### config.mk
export PLATFORM = sky130hd
export DESIGN_NAME = imm_ext_pipe
export DESIGN_NICKNAME = d
export VERILOG_FILES = /design/src/rtl/imm_pkg.sv /design/src/rtl/imm_ext_core.sv /design/src/rtl/imm_ext_pipe.sv
export SDC_FILE = /design/constraint.sdc
export NUM_CORES = 1
export LEC_CHECK = 0
export ABC_CLOCK_PERIOD_IN_PS = 1500
export BUFFER_PORTS_ARGS = -buffer_cell sky130_fd_sc_hd__buf_2
export CORE_ASPECT_RATIO = 1.75
export CORE_MARGIN = 3
export CORE_UTILIZATION = 50
export CTS_CLUSTER_SIZE = 14
export DETAILED_ROUTE_END_ITERATION = 10
export GPL_TIMING_DRIVEN = 0
export PLACE_DENSITY = 0.74
export SLEW_MARGIN = 10
export SYNTH_ARGS = -nofsm -noshare
export SYNTH_HDL_FRONTEND = slang
export SYNTH_SLANG_ARGS = --single-unit
### constraint.sdc
create_clock -name clk -period 1.5 [get_ports clk]
set_input_delay 0.15 -clock clk [delete_from_list [all_inputs] [get_ports clk]]
set_output_delay 0.15 -clock clk [all_outputs]
set_load 0.02 [all_outputs]
### src/rtl/imm_pkg.sv
// Shared immediate-format encodings for the decode-stage immediate extender.
package imm_pkg;

    localparam int unsigned INSTR_W   = 25;
    localparam int unsigned IMMSRC_W  = 3;

    localparam logic [IMMSRC_W-1:0] ENC_I   = 3'b000;
    localparam logic [IMMSRC_W-1:0] ENC_S   = 3'b001;
    localparam logic [IMMSRC_W-1:0] ENC_B   = 3'b010;
    localparam logic [IMMSRC_W-1:0] ENC_J   = 3'b011;
    localparam logic [IMMSRC_W-1:0] ENC_U   = 3'b100;
    localparam logic [IMMSRC_W-1:0] ENC_Z   = 3'b101;
    localparam logic [IMMSRC_W-1:0] ENC_SH  = 3'b110;
    localparam logic [IMMSRC_W-1:0] ENC_ILL = 3'b111;

    typedef enum logic [IMMSRC_W-1:0] {
        IMM_I   = ENC_I,
        IMM_S   = ENC_S,
        IMM_B   = ENC_B,
        IMM_J   = ENC_J,
        IMM_U   = ENC_U,
        IMM_Z   = ENC_Z,
        IMM_SH  = ENC_SH,
        IMM_ILL = ENC_ILL
    } imm_src_t;

endpackage

### src/rtl/imm_ext_core.sv
// Combinational immediate decode; Instr holds instruction bits [31:7], so Instr[k] is instruction bit k+7.
module imm_ext_core
    import imm_pkg::*;
#(
    parameter int XLEN = 32
) (
    input  logic [IMMSRC_W-1:0] ImmSrc,
    input  logic [INSTR_W-1:0]  Instr,
    output logic [XLEN-1:0]     ImmExt,
    output logic                Err
);

    imm_src_t w_src;

    assign w_src = imm_src_t'(ImmSrc);

    // Signed size casts perform the sign extension to XLEN for every signed format.
    always_comb begin
        ImmExt = '0;
        Err    = 1'b0;
        case (w_src)
            IMM_I:  ImmExt = XLEN'($signed(Instr[24:13]));
            IMM_S:  ImmExt = XLEN'($signed({Instr[24:18], Instr[4:0]}));
            IMM_B:  ImmExt = XLEN'($signed({Instr[24], Instr[0], Instr[23:18],
                                            Instr[4:1], 1'b0}));
            IMM_J:  ImmExt = XLEN'($signed({Instr[24], Instr[12:5], Instr[13],
                                            Instr[23:14], 1'b0}));
            IMM_U:  ImmExt = XLEN'($signed({Instr[24:5], 12'b0}));
            IMM_Z:  ImmExt = XLEN'(Instr[12:8]);
            IMM_SH: begin
                if (XLEN == 64) ImmExt = XLEN'(Instr[18:13]);
                else            ImmExt = XLEN'(Instr[17:13]);
            end
            default: begin
                ImmExt = '0;
                Err    = 1'b1;
            end
        endcase
    end

endmodule

### src/rtl/imm_ext_pipe.sv
// Immediate extender with a two-entry (output + skid) valid/ready buffer and a saturating illegal-format counter.
module imm_ext_pipe
    import imm_pkg::*;
#(
    parameter int XLEN  = 32,
    parameter int ERR_W = 8
) (
    input  logic                clk,
    input  logic                rst,
    input  logic                FlushD,
    input  logic                ValidD,
    output logic                ReadyD,
    input  logic [IMMSRC_W-1:0] ImmSrcD,
    input  logic [INSTR_W-1:0]  InstrD,
    output logic                ValidE,
    input  logic                ReadyE,
    output logic [XLEN-1:0]     ImmExtE,
    output logic                ErrE,
    output logic [ERR_W-1:0]    ErrCount
);

    logic [XLEN-1:0]  w_imm;
    logic             w_err;
    logic             w_acc;
    logic             w_load_out;

    logic             r_out_valid;
    logic [XLEN-1:0]  r_out_imm;
    logic             r_out_err;
    logic             r_skid_valid;
    logic [XLEN-1:0]  r_skid_imm;
    logic             r_skid_err;
    logic [ERR_W-1:0] r_err_cnt;

    imm_ext_core #(
        .XLEN (XLEN)
    ) u_core (
        .ImmSrc (ImmSrcD),
        .Instr  (InstrD),
        .ImmExt (w_imm),
        .Err    (w_err)
    );

    // An entry presented together with FlushD is dropped and never counted as accepted.
    assign w_acc      = ValidD && !r_skid_valid && !FlushD;
    assign w_load_out = !r_out_valid || ReadyE;

    always_ff @(posedge clk) begin
        if (rst) begin
            r_out_valid  <= 1'b0;
            r_out_imm    <= '0;
            r_out_err    <= 1'b0;
            r_skid_valid <= 1'b0;
            r_skid_imm   <= '0;
            r_skid_err   <= 1'b0;
            r_err_cnt    <= '0;
        end else begin
            if (w_acc && w_err && !(&r_err_cnt))
                r_err_cnt <= r_err_cnt + ERR_W'(1);

            if (FlushD) begin
                r_out_valid  <= 1'b0;
                r_skid_valid <= 1'b0;
            end else if (w_load_out) begin
                // Skid entry is older than anything presented now, so it drains first.
                if (r_skid_valid) begin
                    r_out_valid  <= 1'b1;
                    r_out_imm    <= r_skid_imm;
                    r_out_err    <= r_skid_err;
                    r_skid_valid <= 1'b0;
                end else if (w_acc) begin
                    r_out_valid  <= 1'b1;
                    r_out_imm    <= w_imm;
                    r_out_err    <= w_err;
                end else begin
                    r_out_valid  <= 1'b0;
                end
            end else if (w_acc) begin
                r_skid_valid <= 1'b1;
                r_skid_imm   <= w_imm;
                r_skid_err   <= w_err;
            end
        end
    end

    assign ReadyD   = !r_skid_valid;
    assign ValidE   = r_out_valid;
    assign ImmExtE  = r_out_imm;
    assign ErrE     = r_out_err;
    assign ErrCount = r_err_cnt;

endmodule

==> results of run 1 <==
timing repair:
item,4_1_cts,5_1_grt
pin swaps,12,8
resized for setup,56,37
cloned,2,0
setup endpoints to repair,72,72
setup buffers,7,3
per-stage QoR:
stage / utilization [%] / power [uW]
3_3_place_gp: 58.6 / 2750
3_5_place_dp: 58.6 / 2760
4_1_cts: 67.0 / 5090
5_1_grt: 68.9 / 5230
2_1_floorplan: - / 2540
6_report: 68.9 / 5100
report_power, final:
| part | internal [uW] | total [uW] | switching (uW) |
|---|---|---|---|
| clock | 1470 | 2290 | 829 |
| combinational | 275 | 697 | 421 |
| sequential | 2070 | 2100 | 29.9 |
| total | 3820 | 5100 | 1280 |
layer usage:
layer	part of all wire (%)	routed length, um
met5	0	0
met4	5.3	627
met3	6.7	805
met2	51	6040
met1	37	4470
cells by family (layout without fill, tap and decap cells):
family / Yosys count / in the layout / synth area share (%)
mux: 16 / 16 / 4.54
buf+inv: 45 / 145 / 5.30
flops: 76 / 76 / 40.3
compound gates: 116 / 116 / 22.4
xor+xnor: 1 / 1 / 0.729
simple gates: 176 / 176 / 26.4
fa+ha+maj: 1 / 1 / 0.331
layout by cell type (no fill, tap or decap), drive strengths merged, types with 2 or more instances in the layout:
cell type | synthesis | layout
nand4b | 10 | 10
a211oi | 37 | 37
buf | 20 | 105
nor4 | 2 | 2
inv | 3 | 3
nand3 | 5 | 5
dfxtp | 76 | 76
o41ai | 13 | 13
a21oi | 38 | 38
nor2b | 9 | 9
o22a | 6 | 6
clkbuf | 22 | 34
o21ai | 2 | 2
nor3 | 12 | 12
nor3b | 8 | 8
a22oi | 4 | 4
nor2 | 54 | 54
mux2 | 9 | 9
nand2 | 19 | 19
mux2i | 7 | 7
o211ai | 11 | 11
nand2b | 6 | 6
and2 | 13 | 13
or3 | 2 | 2
nand3b | 30 | 30
state kept, by name, indices dropped and copies added (netlist names):
register      count
r_skid_imm       32
ImmExtE          32
ErrE              1
ErrCount          8
r_skid_err        1
ValidE            1
r_skid_valid      1
how the worst min path moves through the flow:
stage,slack [ns],end,depth (start not counted)
6_report,0.06,r_skid_valid,2
5_1_grt,0.08,r_skid_valid,2
4_1_cts,0.05,ValidE,2
3_5_place_dp,0.39,ValidE,2
3_3_place_gp,0.38,ValidE,2
2_1_floorplan,0.22,ValidE,1
worst register-to-register path, cell delays in order, from the launching register on:
cell,delay (ns)
dfxtp_2,0.31
nor2b_4,0.12
or3_4,0.41
or3_4,0.44
buf_6,0.16
o211ai_2,0.14
layout make-up:
cell class | count | area (um2)
flip-flops and latches | 76 | 1530
well taps | 86 | 108
clock inverters | 3 | 42.5
plain buffers | 40 | 274
inverters | 3 | 11.3
multi-input cells | 310 | 2310
fillers | 560 | 2270
clock buffers | 13 | 280
repair buffers | 86 | 464
==> out/metrics.csv, run 1 <==
stage;metric;value;unit
cts;cts hold-fix bufs;0;
grt;grt met1 use;30.7;%
critical_path;worst setup path end;ImmExtE[3];
sta;fin crit share;111;%
synthesis;Synth Register Bits;76;
critical_path;Critical Path Source;ValidE;
critical_path;crit path kind;reg -> reg;
grt;M2 GR Usage;48.0;%
placement;placed cells;591;
power;VDD IR-drop max;595;uV
critical_path;CP Data Arrival Time;1.93;ns
floorplanning;Placeable Area;7280;um2
synthesis;Synth Instances;431;
sta;fmax;0.601;GHz
placement;placed inst area;4270;um2
sta;worst hold margin;0.0639;ns
status;run status;finished with violations;
sta;Setup Skew;0.00344;ns
sta;Setup TNS;-2.36;ns
grt;vias in the first global route;3789;
synthesis;sequential area share after synthesis;40.3;%
floorplanning;Rows;41;
cts;largest buffer count on any clock path;2;
synthesis;most frequent cells after synthesis;dfxtp_1 (76), nor2_1 (54), a21oi_1 (38);
sta;final hold violations;0;
critical_path;Buf/Inv on CP;1;
cts;CTS tree;yes;
sta;RSZ-0062 raised after global routing;yes;
floorplanning;Starting Density;51.9;%
grt;met3 Use GR;6.38;%
hold_path;Hold Startpoint;FlushD;
cts;CTS root buffer;clkbuf_16;
grt;GRT busiest layer;met2;
critical_path;Worst path top cell family by delay;simple AND/OR/NAND/NOR gates;
sta;relative slew slack;55.9;%
detailed_routing;Vias/cell;6.24;
floorplanning;Die X;71.7;um
cts;Num CTS Buffers;9;
detailed_routing;total wire length;11900;um
cts;H-Tree Depth;3;
synthesis;area leader, netlist;dfxtp_1;
power;leakage;0.00202;uW
sta;Pins Over Slew Limit;0;
grt;largest net degree at the start of global routing;13;
synthesis;Synth Net Count;465;
critical_path;reg2reg setup slack;-0.16;ns
synthesis;Yosys Warn Count;0;
placement;post-DP HPWL;8320;um
grt;grt ovf;0;
synthesis;top post-synthesis cells by area;dfxtp_1 (40%), a211oi_1 (7.4%), nand3b_1 (6.0%);
status;failing checks;setup timing;
critical_path;reg2reg end;ImmExtE[3];
synthesis;Synth cell types;47;
detailed_routing;post-DR wirelength/cell;19.4;um
sta;Worst-Margin Slew;0.661;ns
detailed_routing;Vias;3850;
hold_path;hold crit path type;in -> reg;
finish;nets;560;
sta;Final Setup Violations;26;
floorplanning;DIE HEIGHT;121;um
critical_path;slowest cell on the critical path;or3_4;
finish;Antenna Cells;0;
synthesis;Syn Area/Cell;8.76;um2
grt;antenna violations before repair;0;
critical_path;startpoint types;flop;
detailed_routing;first-pass iteration count of the detailed router;8;
run;Max Cap Viol;0;
synthesis;ys async rst share;0;%
grt;first-pass GRT wire length;18900;um
finish;Final Non-Filler Cells;617;
placement;gpl congestion;0.943;
synthesis;synthesized area;3780;um2
sta;Worst Setup Slack, final;-0.163;ns
critical_path;r2r worst-path depth;5;
synthesis;Synth Flop Type;dfxtp_1;
placement;Buffers on Ports;74;
critical_path;CP endpoint kind;flop;
cts;clock transition at the registers of the reported paths;0.06;ns
finish;fraction of layout cells with a size suffix above 1;36.0;%
placement;Placement Setup Slack;-0.296;ns
synthesis;area fraction of the dominant cell type after synthesis;40.3;%
critical_path;WP depth;5;
detailed_routing;antenna-violating nets left;0;
power;PwrDens;1020;nW/um2
synthesis;Post-synth EDFFs;0;
finish;post-route cell area;5020;um2
floorplanning;Die Footprint;8670;um2
floorplanning;num ports;76;
critical_path;critical-path cell list;nor2b_4, or3_4, or3_4, buf_6, o211ai_2;
cts;clk sinks;76;
sta;Final min period;1.66;ns
detailed_routing;DRC viols;0;
grt;Global Route Usage Sum;28.1;%
cts;Skew-Pair Late Insertion Delay;0.34;ns
finish;Area growth syn-to-layout;32.8;%
critical_path;r2r startpoint;ValidE;
critical_path;Worst path max stage delay;0.44;ns
critical_path;Crit path top cell by count;or3_4;
critical_path;crit path max fanout;6;
synthesis;most common cell in the netlist;dfxtp_1;
critical_path;critical path required time;1.76;ns
detailed_routing;Initial DRC Count;296;
Note: power is estimated with default switching activity, not from simulation.
==> inputs of run 2 (changes only) <==
Settings changed: CTS_BUF_LIST set to sky130_fd_sc_hd__clkbuf_16.
==> out/metrics.csv, run 2 (synthesis gave the netlist of run 1 again) <==
stage;metric;value;unit;change
status;run status;finished with violations;;
status;failing checks;setup timing;;
grt;vias in the first global route;3759;;-0.79%
detailed_routing;DRC viols;0;;unchanged
detailed_routing;antenna-violating nets left;0;;unchanged
critical_path;critical-path cell list;nor2b_4, or3_4, or3_4, buf_6, o211ai_2;;
cts;clk sinks;76;;unchanged
finish;leading cell type in the layout, fill and taps excluded;buf_2;;
cts;H-Tree Depth;3;;unchanged
sta;fin crit share;108;%;-2.7 points
finish;Antenna Cells;0;;unchanged
placement;Buffers on Ports;74;;unchanged
critical_path;Crit path top cell by count;or3_4;;
cts;Skew-Pair Late Insertion Delay;0.35;ns;about the same
power;Psw;1320;uW;+3.4%
placement;Placement Setup Slack;-0.296;ns;unchanged
detailed_routing;first-pass iteration count of the detailed router;5;;-3
grt;largest net degree at the start of global routing;13;;unchanged
cts;CTS root buffer;clkbuf_16;;
detailed_routing;total wire length;12900;um;+8.2%
sta;Worst-Margin Slew;0.670;ns;+0.00939 ns
critical_path;crit path max fanout;6;;unchanged
grt;grt ovf;0;;unchanged
cts;Num CTS Buffers;9;;unchanged
critical_path;slowest cell on the critical path;or3_4;;
hold_path;hold crit path type;in -> reg;;
grt;first-pass GRT wire length;18900;um;-0.36%
grt;antenna violations before repair;0;;unchanged
critical_path;critical path required time;1.77;ns;about the same
sta;Worst Setup Slack, final;-0.123;ns;+0.0404 ns
critical_path;startpoint types;flop;;
detailed_routing;post-DR wirelength/cell;20.7;um;+7.2%
power;Sw Share;26.7;%;+1.6 points
sta;Pins Over Slew Limit;0;;unchanged
floorplanning;Die X;71.7;um;unchanged
placement;post-DP HPWL;8320;um;unchanged
sta;Final Setup Violations;33;;+27%
cts;CTS tree;yes;;
sta;Setup Skew;0.00317;ns;-0.000272 ns
floorplanning;Starting Density;51.9;%;unchanged
power;Clock power frac;42.4;%;-2.6 points
critical_path;crit path kind;reg -> reg;;
power;leakage;0.00208;uW;+3.1%
detailed_routing;Initial DRC Count;363;;+23%
placement;placed cells;591;;unchanged
floorplanning;Rows;41;;unchanged
sta;RSZ-0062 raised after global routing;yes;;
critical_path;Buf/Inv on CP;1;;unchanged
power;Power Internal;3630;uW;-4.7%
finish;Final Non-Filler Cells;623;;+0.97%
power;PwrDens;954;nW/um2;-6.1%
power;Comb pwr share;15.1;%;+1.4 points
critical_path;CP Data Arrival Time;1.89;ns;-0.04 ns
finish;nets;566;;+1.1%
grt;Global Route Usage Sum;28.1;%;-0.051 points
sta;fmax;0.616;GHz;+2.5%
critical_path;Worst path top cell family by delay;simple AND/OR/NAND/NOR gates;;
floorplanning;Placeable Area;7280;um2;unchanged
finish;Area growth syn-to-layout;37.6;%;
power;sequential power share;42.5;%;+1.2 points
finish;filler cell count;531;;-5.2%
finish;commonest cells after routing, fill and taps aside;buf_2 (80), dfxtp_1 (72), nor2_1 (48), a21oi_1 (35), nand3b_1 (30);;
cts;largest buffer count on any clock path;2;;unchanged
floorplanning;DIE HEIGHT;121;um;unchanged
run;Max Cap Viol;0;;unchanged
critical_path;Worst path max stage delay;0.42;ns;-0.02 ns
sta;final hold violations;0;;unchanged
floorplanning;num ports;76;;unchanged
critical_path;CP endpoint kind;flop;;
power;VDD IR-drop max;588;uV;-1.1%
sta;relative slew slack;55.3;%;-0.63 points
finish;fraction of layout cells with a size suffix above 1;38.0;%;+2.0 points
placement;gpl congestion;0.943;;unchanged
detailed_routing;Vias;3953;;+2.7%
detailed_routing;Vias/cell;6.35;;+1.7%
cts;clock transition at the registers of the reported paths;0.06;ns;about the same
floorplanning;Die Footprint;8670;um2;unchanged
sta;Final min period;1.62;ns;-0.0404 ns
## run 2: final cells by class
type                       instances  area (um2)  share of cell area (%)
multi-input combinational        310        2370                    45.6
sequential                        76        1530                    29.4
timing repair buffer              91         576                    11.1
buffer                            41         319                    6.14
clock buffer                       9         225                    4.33
tap                               86         108                    2.07
clock inverter                     7        57.6                    1.11
inverter                           3        11.3                   0.217
## run 2: what timing repair did
| item | CTS | global route |
|---|---|---|
| setup buffers | 6 | 6 |
| endpoints found under the setup margin | 73 | 72 |
| resized for setup | 57 | 67 |
| pin swaps | 13 | 33 |
| hold buffers | 0 | 0 |
| gates cloned | 2 | 3 |
## run 2: path summary, 6_finish.rpt
kind | start | endpoint | slack (ns) | cells after the start
max | ValidE | ImmExtE[3] | -0.12 | 5
min | FlushD | ValidE | 0.08 | 2
max reg2reg | ValidE | ImmExtE[3] | -0.12 | 5
min reg2reg | r_skid_imm[31] | r_skid_imm[31] | 0.47 | 2
## run 2: power by group through the flow
stage          Clock (uW)  Sequential (uW)  Combinational, uW
2_1_floorplan           0             2200                341
5_1_grt              2180             2110                794
6_report             2100             2110                748
3_3_place_gp            0             2150                606
3_5_place_dp            0             2150                614
4_1_cts              2100             2100                671
## run 2: per-layer routing
layer  up-vias  global-route usage (%)  share of wire (%)
met5         -                       0                  0
met4         0                    18.9                4.4
met3        47                    6.05                6.5
met2       199                    47.1                 51
met1      1921                    31.1                 38
li1       1786                       -                  -
## run 2: through the flow
stage	total power [uW]	instance area [um2]	hold WS, ns	TNS, ns	util (%)
finish	4960	5200	0.0751	-1.70	71.4
global route	5080	5200	0.100	-3.91	71.4
CTS	4870	4830	0.0550	-3.23	66.4
detailed placement	2760	4270	0.391	-13.29	58.6
global placement	2750	4270	0.379	-12.15	58.6
floorplan	2540	3790	0.221	-1.30	-
